===== src/rtl/multi_edge_filter.sv =====
// multi_edge_filter: per-channel synchronizer, DEPTH-sample agreement filter, edge pulses and idle flag
module multi_edge_filter #(
  parameter int CHANNELS    = 2,
  parameter int DEPTH       = 8,
  parameter bit RESET_LEVEL = 1'b1,
  parameter int IDLE_CYCLES = 2500
) (
  input  logic                clk,
  input  logic                rst,
  input  logic                sample_en,
  input  logic [CHANNELS-1:0] din,
  output logic [CHANNELS-1:0] level,
  output logic [CHANNELS-1:0] rise_edge,
  output logic [CHANNELS-1:0] fall_edge,
  output logic [CHANNELS-1:0] any_edge,
  output logic [CHANNELS-1:0] idle
);
  localparam int CW = $clog2(IDLE_CYCLES + 1);
  logic [CHANNELS-1:0] sync1, sync2;
  always_ff @(posedge clk or negedge rst)
    if (!rst) begin
      sync1 <= {CHANNELS{RESET_LEVEL}};
      sync2 <= {CHANNELS{RESET_LEVEL}};
    end else begin
      sync1 <= din;
      sync2 <= sync1;
    end
  assign any_edge = rise_edge | fall_edge;
  for (genvar c = 0; c < CHANNELS; c++) begin : g_ch
    logic [DEPTH-1:0] win, win_next;
    logic [CW-1:0] cnt, cnt_next;
    logic lvl, lvl_next, rise_q, fall_q, idle_q;
    // level decision looks at the window as it will be after this shift
    always_comb begin
      win_next = sample_en ? {win[DEPTH-2:0], sync2[c]} : win;
      lvl_next = !sample_en ? lvl : &win_next ? 1'b1 : ~|win_next ? 1'b0 : lvl;
      cnt_next = !lvl_next ? '0 : (sample_en && cnt != CW'(IDLE_CYCLES)) ? cnt + CW'(1) : cnt;
    end
    always_ff @(posedge clk or negedge rst)
      if (!rst) begin
        win    <= {DEPTH{RESET_LEVEL}};
        lvl    <= RESET_LEVEL;
        cnt    <= '0;
        rise_q <= 1'b0;
        fall_q <= 1'b0;
        idle_q <= 1'b0;
      end else begin
        win    <= win_next;
        lvl    <= lvl_next;
        cnt    <= cnt_next;
        rise_q <= lvl_next & ~lvl;
        fall_q <= ~lvl_next & lvl;
        idle_q <= cnt_next == CW'(IDLE_CYCLES);
      end
    assign level[c]     = lvl;
    assign rise_edge[c] = rise_q;
    assign fall_edge[c] = fall_q;
    assign idle[c]      = idle_q;
  end
endmodule


===== config.mk =====
export PLATFORM = sky130hd
export DESIGN_NAME = multi_edge_filter
export DESIGN_NICKNAME = d
export VERILOG_FILES = /design/src/rtl/multi_edge_filter.sv
export SDC_FILE = /design/constraint.sdc
export NUM_CORES = 1
export LEC_CHECK = 0
export BUFFER_PORTS_ARGS = -buffer_cell sky130_fd_sc_hd__buf_2
export CAP_MARGIN = 20
export CORE_AREA = 2 2 60 118
export CTS_BUF_LIST = sky130_fd_sc_hd__clkbuf_16
export CTS_CLUSTER_DIAMETER = 30
export DETAILED_ROUTE_END_ITERATION = 12
export DIE_AREA = 0 0 62 120
export PLACE_DENSITY = 0.58
export SLEW_MARGIN = 10
export SYNTH_ARGS = -nofsm -noshare
export SYNTH_HDL_FRONTEND = slang
export SYNTH_SLANG_ARGS = --single-unit

===== constraint.sdc =====
create_clock -name clk -period 5.3 [get_ports clk]
set_input_delay 0.53 -clock clk [delete_from_list [all_inputs] [get_ports clk]]
set_output_delay 0.53 -clock clk [all_outputs]
set_load 0.03 [all_outputs]

; ---- Word-level counts from Yosys, hierarchy flattened
; Index checks and enable logic that the tools add are counted.
[word_totals]
in_bits = 5
ramBits = 0
mem_bits_ro = 0
latch_bits = 0
mem_count = 0
word_cells = 47
reg_bits = 52
output_inout_bits = 10
[classes]
magnitude_cmp = 0
n_shift = 0
n_div = 0
n_mux = 12
n_eq_ne = 4
reduce_logical = 6
bitwise = 9
add_sub_neg = 2
multipliers = 0
[op_table]
columns = operator, count
row1 = 2-to-1 mux 12 bit, 4
row2 = "adder 12 x 1 -> 12 bit, second input constant", 2
row3 = "== test 12 bit, second input constant", 2
row4 = "inequality test 12 bit, second input constant", 2
row5 = 2-to-1 mux 8 bit, 2
row6 = AND reduction 8 bit, 2
row7 = OR reduction 8 bit, 2
row8 = 2-to-1 mux 1 bit, 6
row9 = bitwise AND 1 bit, 4
row10 = NOT 1 bit, 4
row11 = logical AND 1 bit, 2
row12 = OR 2 bit, 1

; ---- Longest topological paths before layout
[logic_depth]
depth_word = 7
ltp_mapped = 7

; ---- Worst setup path after synthesis
; OpenSTA, ideal clock, no wires.
[synth_timing]
path_kind = register to register
from = reg g_ch[1].cnt[3]
to = reg g_ch[1].idle_q
setup_ns = 0.100
slack_ns = 3.367
synth_period_minus_slack_ns = 1.933
arrival_time_ns = 1.832
required_ns = 5.200
stages_incl_launch_ff = 6
cell_sequence = dfrtp_1 -> or4b_4 -> o31ai_4 -> mux2i_1 -> nand4bb_1 -> nor4bb_1
[synth_via]
elab_chain_cells = 5
elab_cells_between_ends = 6
classes_between = 1 x add/sub / 2 x eq/ne / 2 x mux / 1 x reduce/logical
[synth_lines]
columns = element, line
row1 = from (decl), 31  ; logic [CW-1:0] cnt, cnt_next;
row2 = from (signal assigned), 50  ; cnt <= cnt_next;
row3 = "parallel branches: the longest is 2 deep, another holds adder 12 x 1 -> 12 bit", -
row4 = 2-to-1 mux 12 bit (*) (2 in a row), 37  ; cnt_next = !lvl_next ? '0 : (sample_en && cnt != CW'(IDLE_CYCLES)) ? cnt + CW'(1) : cnt;
row5 = == test 12 bit (*), 53  ; idle_q <= cnt_next == CW'(IDLE_CYCLES);
row6 = to (signal assigned), 53
row7 = to (decl), 32  ; logic lvl, lvl_next, rise_q, fall_q, idle_q;
; Mark *: on every way between the ends.

; ---- Worst setup path after layout
; Ends and elaborated chain as after synthesis.

==> flow_summary.toml <==
[run_status]
outcome = "finished clean"

[synthesis]
synth_area_leaders = "dfrtp_1 (30%), dfstp_2 (21%), mux2_2 (5.8%)"
synth_common_cells = "dfrtp_1 (30), nor2_1 (26), dfstp_2 (20)"
yosysMostFrequentCell = "dfrtp_1"
ys_types = 43
postSynthAreaPerCell_um2 = 10.59
synth_ff_type = "dfrtp_1"
syn_area_um2 = 2520
async_reset_ff_frac = 1.000
synth_top_area_cell = "dfrtp_1"
synth_warnings = 0
synth_top_area_frac = 0.2979
ys_seq_area_frac = 0.5065
synth-edff-count = 0
ys_ff_latch = 50
synthCells = 238
synthesis.nets = 247

[worst_hold_path]
hold_start = "din[0]"
hp-class = "in2reg"

[power_and_ir_drop]
leakage_nw = 1.132
p_per_area_nw_per_um2 = 341.8
power_uw = 949.9
vdd_drop_max_mv = 0.2251
p_switching_uw = 264.0
p_int_uw = 686.0
switching_share = 0.2779
clockPowerShare = 0.335
pwr-share-seq = 0.526
p_comb_frac = 0.139

[global_route]
grt_pass1_wl_um = 8059
grt_max_degree = 51
grt_pass1_vias = 1741
grtUsageTotal = 0.1475
antenna_found_initial = 0
grt_overflow = 0

[floorplan]
ios = 15
die_y_um = 120
initial_core_util = 0.3836
core_area_um2 = 6569
fp.dieW_um = 62
dieArea_um2 = 7440
row_count = 42

[sta]
whs_ns = 0.3314
drv_slew = 0
tns_ns = 0
period_needed_ns = 2.189
rsz0062_at_grt = "false"
worst_pin_slew_ns = 0.6247
slew_headroom = 0.5835
setup_violations = 0
clock.fmax_mhz = 456.8
skew_ns = 0.008808
hold_violations = 0
finalCritPeriodShare = 0.4130

[cells_and_area]
fill_cells = 642
fin_util = 0.4230
diodes = 0
areaGrowthSynthToFinish_pct = 10.28
drive_gt1_frac = 0.2610
final_cell_area_um2 = 2779
fin_nets = 257

[cts]
hold_buffers = 0
htreeDepth = 2
clk_pin_slew_ns = 0.07
post_cts_buffers = 0
cts_tree = "built"
root_buffer = "clkbuf_16"
post_cts_resized = 0
numCtsBuffers = 5
clock-sinks = 50
clock_path_buffers = 2
clk_latency_ns = 0.30

[worst_setup_path]
worst-r2r-cell-count = 5
endpoint_kind = "flop"
start_kind = "flop"
crit_type = "reg2reg"
cp.required_ns = 5.49
r2r-end = "g_ch[1].idle_q"
crit_path_max_fanout = 7
r2r_slack_ns = 3.11
cp-startpoint = "g_ch[1].cnt[3]"
cp-endpoint = "g_ch[1].idle_q"
arrival_ns = 2.38
regToRegStartpoint = "g_ch[1].cnt[3]"

[detailed_routing]
wirelength_um = 4740
drt_iter0_markers = 66
highest_layer = "met4"
met3_length_um = 105
routed_via_density = 5.166
dr_wl_met2_um = 2684
met1Wirelength_um = 1775
via_count = 1741
wl_per_cell_um = 14.07
first_pass_iters = 4
antenna_left = 0
post-route-drc-count = 0

[place]
place_hpwl_um = 3401
gp_congestion = 0.8079
portBuffers = 14
postPlaceCellArea_um2 = 2634

[job]
max_cap_violations = 0
-- area by class of cell --
type / count / area [um2] / area share
timing repair buffer: 17 / 92.59 / 0.03332
clock inverter: 3 / 20.02 / 0.007204
multi-input combinational: 161 / 1106 / 0.3980
inverter: 13 / 48.80 / 0.01756
tap: 88 / 110.1 / 0.03962
clock buffer: 5 / 125.1 / 0.04502
sequential: 50 / 1276 / 0.4593
-- how the worst min path moves through the flow --
stage,to,slack (ns),cells past startpoint
2_1_floorplan,g_ch[0].cnt[0],0.23,0
3_3_place_gp,sync2[0],0.35,0
5_1_grt,sync1[0],0.32,1
3_5_place_dp,sync2[1],0.35,0
6_report,sync1[0],0.33,1
4_1_cts,sync1[0],0.32,1
-- cells by family (layout without fill, tap and decap cells) --
family,Yosys count,after routing,share of synthesized area
compound gates,26,26,0.06703
xor+xnor,16,16,0.05561
fa+ha+maj,4,4,0.01986
buf+inv,27,38,0.05462
flops,50,50,0.5065
mux,18,18,0.07795
simple gates,97,97,0.2185
-- worst max-delay path: stages, from the launching register on --
cell and delay, ns:
dfrtp_1 0.44, or4b_4 0.57, o31ai_4 0.36, mux2i_1 0.31, nand4bb_1 0.13, nor4bb_1 0.27
-- flip-flops by register name, indices dropped and copies added (netlist names) --
register / flops
g_ch.win: 14
g_ch.lvl: 2
g_ch.rise_q: 2
g_ch.fall_q: 2
sync2: 2
g_ch.idle_q: 2
g_ch.cnt: 24
sync1: 2
-- placed cells by master, fill, tap and decap left out, drive strengths merged, types with 5 or more instances in the layout --
cell type	netlist	routed
dfrtp	30	30
nor2	26	26
dfstp	20	20
buf	12	17
nand2	16	16
inv	13	14
mux2	13	13
xnor2	11	11
a21oi	10	10
nand4	9	9
o21ai	8	8
nand3	8	8
or3	7	7
nor4	6	6
xor2	5	5
mux2i	5	5
clkbuf	2	5
nor3	5	5
-- per-layer routing --
layer | vias up | track usage
met5 | - | 0
met4 | 0 | 0.07979
met3 | 10 | 0.03233
met2 | 20 | 0.2572
met1 | 862 | 0.1523
li1 | 849 | -
-- power by group through the flow --
stage	Combinational (mW)	Sequential [mW]	Clock, mW
after floorplan	0.114	0.487	0
after global placement	0.131	0.506	0
after detailed placement	0.134	0.506	0
after CTS	0.134	0.500	0.333
after global routing	0.152	0.508	0.346
final	0.132	0.500	0.318
-- through the flow --
| step | cells | worst slack [ns] |
|---|---|---|
| 2_1_floorplan | 238 | 3.367 |
| 3_3_place_gp | 329 | 3.089 |
| 3_5_place_dp | 329 | 3.039 |
| 4_1_cts | 337 | 3.108 |
| 5_1_grt | 337 | 3.029 |
| 6_report | 337 | 3.111 |
Power figures use the tool's default switching activity.
